[src/rtl/core_wb_bridge.sv]
// Single-outstanding bridge from a valid/ready core request port to a Wishbone
// classic master, with optional bus timeout and a one-cycle completion pulse.
module core_wb_bridge #(
  parameter int ADDR_WIDTH     = 32,
  parameter int DATA_WIDTH     = 32,
  parameter int TIMEOUT_CYCLES = 255
) (
  input  logic                    clk_core,
  input  logic                    rst_core,
  input  logic                    req_valid,
  output logic                    req_ready,
  input  logic                    req_we,
  input  logic [ADDR_WIDTH-1:0]   req_addr,
  input  logic [DATA_WIDTH-1:0]   req_wdata,
  input  logic [DATA_WIDTH/8-1:0] req_wstrb,
  output logic                    rsp_valid,
  output logic [DATA_WIDTH-1:0]   rsp_rdata,
  output logic                    rsp_err,
  output logic                    wb_cyc_o,
  output logic                    wb_stb_o,
  output logic                    wb_we_o,
  output logic [ADDR_WIDTH-1:0]   wb_addr_o,
  output logic [DATA_WIDTH-1:0]   wb_data_o,
  output logic [DATA_WIDTH/8-1:0] wb_sel_o,
  input  logic [DATA_WIDTH-1:0]   wb_data_i,
  input  logic                    wb_ack_i,
  input  logic                    wb_err_i,
  output logic                    busy
);

  localparam int SEL_W = DATA_WIDTH / 8;
  localparam int OFF_W = $clog2(SEL_W);
  localparam int CNT_W = (TIMEOUT_CYCLES > 1) ? $clog2(TIMEOUT_CYCLES) : 1;
  localparam bit TMO_EN = (TIMEOUT_CYCLES != 0);
  localparam logic [CNT_W-1:0] TMO_LAST = TMO_EN ? CNT_W'(TIMEOUT_CYCLES - 1) : {CNT_W{1'b0}};

  typedef enum logic [1:0] {
    ST_IDLE = 2'd0,
    ST_BUS  = 2'd1,
    ST_RESP = 2'd2
  } state_t;

  state_t state_q, state_d;

  logic                  cyc_q, cyc_d;
  logic                  stb_q, stb_d;
  logic                  we_q, we_d;
  logic [ADDR_WIDTH-1:0] addr_q, addr_d;
  logic [DATA_WIDTH-1:0] data_q, data_d;
  logic [SEL_W-1:0]      sel_q, sel_d;
  logic [CNT_W-1:0]      cnt_q, cnt_d;
  logic                  rsp_valid_q, rsp_valid_d;
  logic                  rsp_err_q, rsp_err_d;
  logic [DATA_WIDTH-1:0] rsp_rdata_q, rsp_rdata_d;
  logic                  ready_q, ready_d;
  logic                  busy_q, busy_d;

  logic need_bus_s;
  logic timeout_hit_s;
  logic bus_done_s;
  logic unused_addr_s;

  // Strobe-less writes complete without touching the bus.
  assign need_bus_s    = ~req_we | (req_wstrb != {SEL_W{1'b0}});
  assign timeout_hit_s = TMO_EN & (cnt_q == TMO_LAST);
  assign bus_done_s    = wb_ack_i | wb_err_i | timeout_hit_s;
  assign unused_addr_s = ^req_addr[OFF_W-1:0];

  always_ff @(posedge clk_core or posedge rst_core) begin
    if (rst_core) begin
      state_q <= ST_IDLE;
    end else begin
      state_q <= state_d;
    end
  end

  always_comb begin
    state_d = state_q;
    case (state_q)
      ST_IDLE: begin
        if (req_valid) begin
          state_d = need_bus_s ? ST_BUS : ST_RESP;
        end else begin
          state_d = ST_IDLE;
        end
      end
      ST_BUS: begin
        if (bus_done_s) begin
          state_d = ST_RESP;
        end else begin
          state_d = ST_BUS;
        end
      end
      ST_RESP: state_d = ST_IDLE;
      default: state_d = ST_IDLE;
    endcase
  end

  always_comb begin
    cyc_d       = cyc_q;
    stb_d       = stb_q;
    we_d        = we_q;
    addr_d      = addr_q;
    data_d      = data_q;
    sel_d       = sel_q;
    cnt_d       = cnt_q;
    rsp_valid_d = 1'b0;
    rsp_err_d   = 1'b0;
    rsp_rdata_d = rsp_rdata_q;
    ready_d     = (state_d == ST_IDLE);
    busy_d      = (state_d != ST_IDLE);
    case (state_q)
      ST_IDLE: begin
        if (req_valid && need_bus_s) begin
          cyc_d  = 1'b1;
          stb_d  = 1'b1;
          we_d   = req_we;
          addr_d = {req_addr[ADDR_WIDTH-1:OFF_W], {OFF_W{1'b0}}};
          data_d = req_we ? req_wdata : {DATA_WIDTH{1'b0}};
          sel_d  = req_we ? req_wstrb : {SEL_W{1'b1}};
          cnt_d  = {CNT_W{1'b0}};
        end else if (req_valid) begin
          rsp_valid_d = 1'b1;
        end else begin
          cnt_d = cnt_q;
        end
      end
      ST_BUS: begin
        if (bus_done_s) begin
          cyc_d       = 1'b0;
          stb_d       = 1'b0;
          we_d        = 1'b0;
          addr_d      = {ADDR_WIDTH{1'b0}};
          data_d      = {DATA_WIDTH{1'b0}};
          sel_d       = {SEL_W{1'b0}};
          rsp_valid_d = 1'b1;
          // Error beats ack; a bare timeout (no ack) is also an error.
          rsp_err_d   = wb_err_i | ~wb_ack_i;
          if (wb_ack_i && !wb_err_i && !we_q) begin
            rsp_rdata_d = wb_data_i;
          end else begin
            rsp_rdata_d = rsp_rdata_q;
          end
        end else if (TMO_EN) begin
          cnt_d = cnt_q + CNT_W'(1);
        end else begin
          cnt_d = cnt_q;
        end
      end
      ST_RESP: cnt_d = cnt_q;
      default: begin
        cyc_d = 1'b0;
        stb_d = 1'b0;
      end
    endcase
  end

  always_ff @(posedge clk_core or posedge rst_core) begin
    if (rst_core) begin
      cyc_q       <= 1'b0;
      stb_q       <= 1'b0;
      we_q        <= 1'b0;
      addr_q      <= {ADDR_WIDTH{1'b0}};
      data_q      <= {DATA_WIDTH{1'b0}};
      sel_q       <= {SEL_W{1'b0}};
      cnt_q       <= {CNT_W{1'b0}};
      rsp_valid_q <= 1'b0;
      rsp_err_q   <= 1'b0;
      rsp_rdata_q <= {DATA_WIDTH{1'b0}};
      ready_q     <= 1'b1;
      busy_q      <= 1'b0;
    end else begin
      cyc_q       <= cyc_d;
      stb_q       <= stb_d;
      we_q        <= we_d;
      addr_q      <= addr_d;
      data_q      <= data_d;
      sel_q       <= sel_d;
      cnt_q       <= cnt_d;
      rsp_valid_q <= rsp_valid_d;
      rsp_err_q   <= rsp_err_d;
      rsp_rdata_q <= rsp_rdata_d;
      ready_q     <= ready_d;
      busy_q      <= busy_d;
    end
  end

  assign req_ready = ready_q;
  assign busy      = busy_q;
  assign rsp_valid = rsp_valid_q;
  assign rsp_err   = rsp_err_q;
  assign rsp_rdata = rsp_rdata_q;
  assign wb_cyc_o  = cyc_q;
  assign wb_stb_o  = stb_q;
  assign wb_we_o   = we_q;
  assign wb_addr_o = addr_q;
  assign wb_data_o = data_q;
  assign wb_sel_o  = sel_q;

endmodule
[config.mk]
export PLATFORM = sky130hd
export DESIGN_NAME = core_wb_bridge
export DESIGN_NICKNAME = d
export VERILOG_FILES = /design/src/rtl/core_wb_bridge.sv
export SDC_FILE = /design/constraint.sdc
export NUM_CORES = 1
export LEC_CHECK = 0
export BUFFER_PORTS_ARGS = -buffer_cell sky130_fd_sc_hd__buf_2
export CELL_PAD_IN_SITES_DETAIL_PLACEMENT = 1
export CELL_PAD_IN_SITES_GLOBAL_PLACEMENT = 1
export CORE_MARGIN = 1.5
export CORE_UTILIZATION = 38
export DETAILED_ROUTE_END_ITERATION = 12
export PLACE_DENSITY_LB_ADDON = 0.15
export SETUP_SLACK_MARGIN = 0.15
export SKIP_CTS_REPAIR_TIMING = 1
export SLEW_MARGIN = 40
export SYNTH_ARGS = -nofsm -noshare
export SYNTH_HDL_FRONTEND = slang
export SYNTH_SLANG_ARGS = --single-unit
[constraint.sdc]
create_clock -name clk_core -period 5.5 [get_ports clk_core]
set_clock_uncertainty 0.1 [all_clocks]
set_input_delay 0.275 -clock clk_core [delete_from_list [all_inputs] [get_ports clk_core]]
set_output_delay 0.275 -clock clk_core [all_outputs]
set_load 0.02 [all_outputs]
==> impl_results.md <==
- H-tree Lvls: 4
- Synth area leader: dfrtp_1
- Global-route wire length before repair: 19,100 microns
- Initial Utilization: 38.8%
- DRC errors left: 0
- Worst hold slack: -0.0130 ns
- Post-synth EDFFs: 0
- Crit path DAT: 2.82 ns
- Worst Setup Start Kind: register
- Gr ovfl total: 0
- Minimum clock period: 2.63 ns
- Reg clk slew, reported paths: 0.05 ns
- Worst VDD drop: 234 uV
- Top Ports: 213
- CTS Buffer Depth: 2
- Final Slew Violations: 0
- Pin count of the biggest net entering global routing: 84
- CP max stage delay: 0.74 ns
- Initial antenna violation count: 1
- Rel. slew slack: 49.5%
- Gr usage total: 19.9%
- Hold WC Path Type: in2reg
- Clk_lat worst skew: 0.41 ns
- Total number of vias: 3,540
- Most common cell after layout, fill and taps aside: buf_2
- ANT nets after route: 0
- Status: finished with violations
- Most frequent cells in the layout: 208 x buf_2, 113 x dfrtp_1, 68 x a22o_1, 45 x dlygate4sd3_1, 33 x mux2_2
- First drt pass iteration count: 4
- DRT Wirelength: 12,500 microns
- Mapped Area: 4390 sq um
- Row cnt: 39
- CTS Buf Count: 17
- Synth Instances: 295
- Post-route clock period utilization: 47.9%
- Layout Utilization: 58.2%
- GP Congestion: 0.745
- RSZ-0062 raised after global routing: no
- Synth warnings: 0
- Final setup TNS: 0 ns
- Least-Margin Pin Slew: 0.757 ns
- Chip height: 111 microns
- Flops & latches, synth: 114
- Hpwl dp: 8230 microns
- Synth top area share: 64.4%
- Max-cap violations: 0
- Max Clock Freq: 0.380 GHz
- P&R area growth vs syn: 50.1%
- Vias in the first global route: 3,511
- DRT iter0 DRCs: 144
- Cell family with the largest share of critical-path delay: compound AO/OA/AOI/OAI gates
- Layout cells sized above 1: 50.4%
- CORE AREA: 11,300 sq um
- Crit. End Element: register
- Clock tree sinks: 114
- Fin nets: 657
- Power Dens Cells: 550 nW/um^2
- Top post-synthesis cells by area: dfrtp_1 64%, a22o_1 14%, mux2_2 8.5%
- Syn Area/Cell: 14.9 sq um
- Post-synthesis cell type count: 38
- Fin. Hold Viols: 12
- WP data required: 5.69 ns
- Root buffer cell: clkbuf_16
- Sequential-to-total area share from yosys stat: 65.0%
- CP max-delay cell: o41a_2
- Port Buffers: 208
- Setup Viol. Count Final: 0
- Failing checks: negative hold slack
- Fraction of registers with async set/reset: 100%
- Worst path cell trace: nor3b_4 > o41a_2 > a21oi_4 > buf_4 > a22o_1
- Kind of critical path: reg2reg
- Die Span X: 111 microns
- Routed len/inst: 17.6 microns
- Worst path bufs/invs: 1
- Total leakage power: 3.46 nW
- Crit path max fanout: 34
- Ys flop type: dfrtp_1
- Die area: 12,200 sq um
- CTS tree: built
- Avg Vias per Cell: 5.01
-- layout make-up --
| type | count | area [sq um] |
|---|---|---|
| multi-input combinational | 155 | 1350 |
| timing repair buffer | 257 | 1540 |
| tap | 143 | 179 |
| antenna | 1 | 2.50 |
| sequential | 114 | 2850 |
| clock buffer | 21 | 450 |
| fill | 1189 | 4730 |
| clock inverter | 11 | 208 |
| inverter | 4 | 17.5 |
-- power by group --
part           internal, mW  switching [mW]
Combinational         0.451           0.675
Sequential             1.11           0.151
Clock                 0.858           0.378
-- through the flow --
| stage | instances | hold WS [ns] | area, sq um | setup WS, ns | power, mW |
|---|---|---|---|---|---|
| 2_1_floorplan | 296 | 0.306 | 4400 | 2.11 | 1.98 |
| 3_3_place_gp | 627 | 0.190 | 5460 | 2.54 | 2.34 |
| 3_5_place_dp | 628 | 0.203 | 5480 | 2.78 | 2.39 |
| 4_1_cts | 660 | -0.237 | 6140 | 2.83 | 3.64 |
| 5_1_grt | 706 | -0.00788 | 6590 | 2.70 | 3.80 |
| 6_report | 706 | -0.0130 | 6590 | 2.87 | 3.63 |
-- final timing paths --
| path | from | endpoint | slack [ns] | cells past startpoint |
|---|---|---|---|---|
| worst max-delay path | state_q[0]$_DFF_PP0_ | wb_data_o[6]$_DFFE_PP0P_ | 2.87 | 5 |
| worst min-delay path | req_wdata[26] | wb_data_o[26]$_DFFE_PP0P_ | -0.01 | 2 |
| worst max register to register | state_q[0]$_DFF_PP0_ | wb_data_o[6]$_DFFE_PP0P_ | 2.87 | 5 |
| worst min register to register | wb_addr_o[24]$_DFFE_PP0P_ | wb_addr_o[24]$_DFFE_PP0P_ | 0.39 | 1 |
| max in group asynchronous | rst_core | cnt_q[2]$_DFFE_PP0P_ | 3.92 | 4 |
| min in group asynchronous | rst_core | rsp_rdata[3]$_DFFE_PP0P_ | 0.33 | 3 |
-- metal layers --
layer,global-route usage [%],part of all wire [%],up-vias
met5,0,0,-
met4,7.95,2.4,0
met3,7.14,7.1,25
met2,31.2,48,163
met1,25.3,42,1741
li1,-,-,1611
-- cells by family after synthesis --
| family | Yosys count | synth area share, % |
|---|---|---|
| DFF | 114 | 65.0 |
| AOI/OAI and AO/OA | 88 | 17.0 |
| muxes | 34 | 8.72 |
| and+or+nand+nor | 29 | 4.13 |
| buffers and inverters | 27 | 4.47 |
| adders and majority gates | 2 | 0.570 |
| other | 1 | 0.0854 |
-- Yosys cell counts (all sizes together), types with 2 or more instances --
cell type,instances
o21ai,3
a22o,68
a21oi,4
or2b,2
mux2,34
nor2,5
nand3,4
inv,4
buf,20
dfrtp,113
a41oi,2
a31oi,5
ha,2
nand2,3
a21o,2
clkbuf,3
and3,3
nand2b,5
-- sequential cells by signal (all words and copies together), names as in the netlist --
register   cells
rsp_rdata     32
state_q        2
wb_stb_o       1
cnt_q          8
rsp_err        1
rsp_valid      1
busy           1
wb_sel_o       4
wb_we_o        1
wb_data_o     32
req_ready      1
wb_addr_o     30
Power figures use the tool's default switching activity.
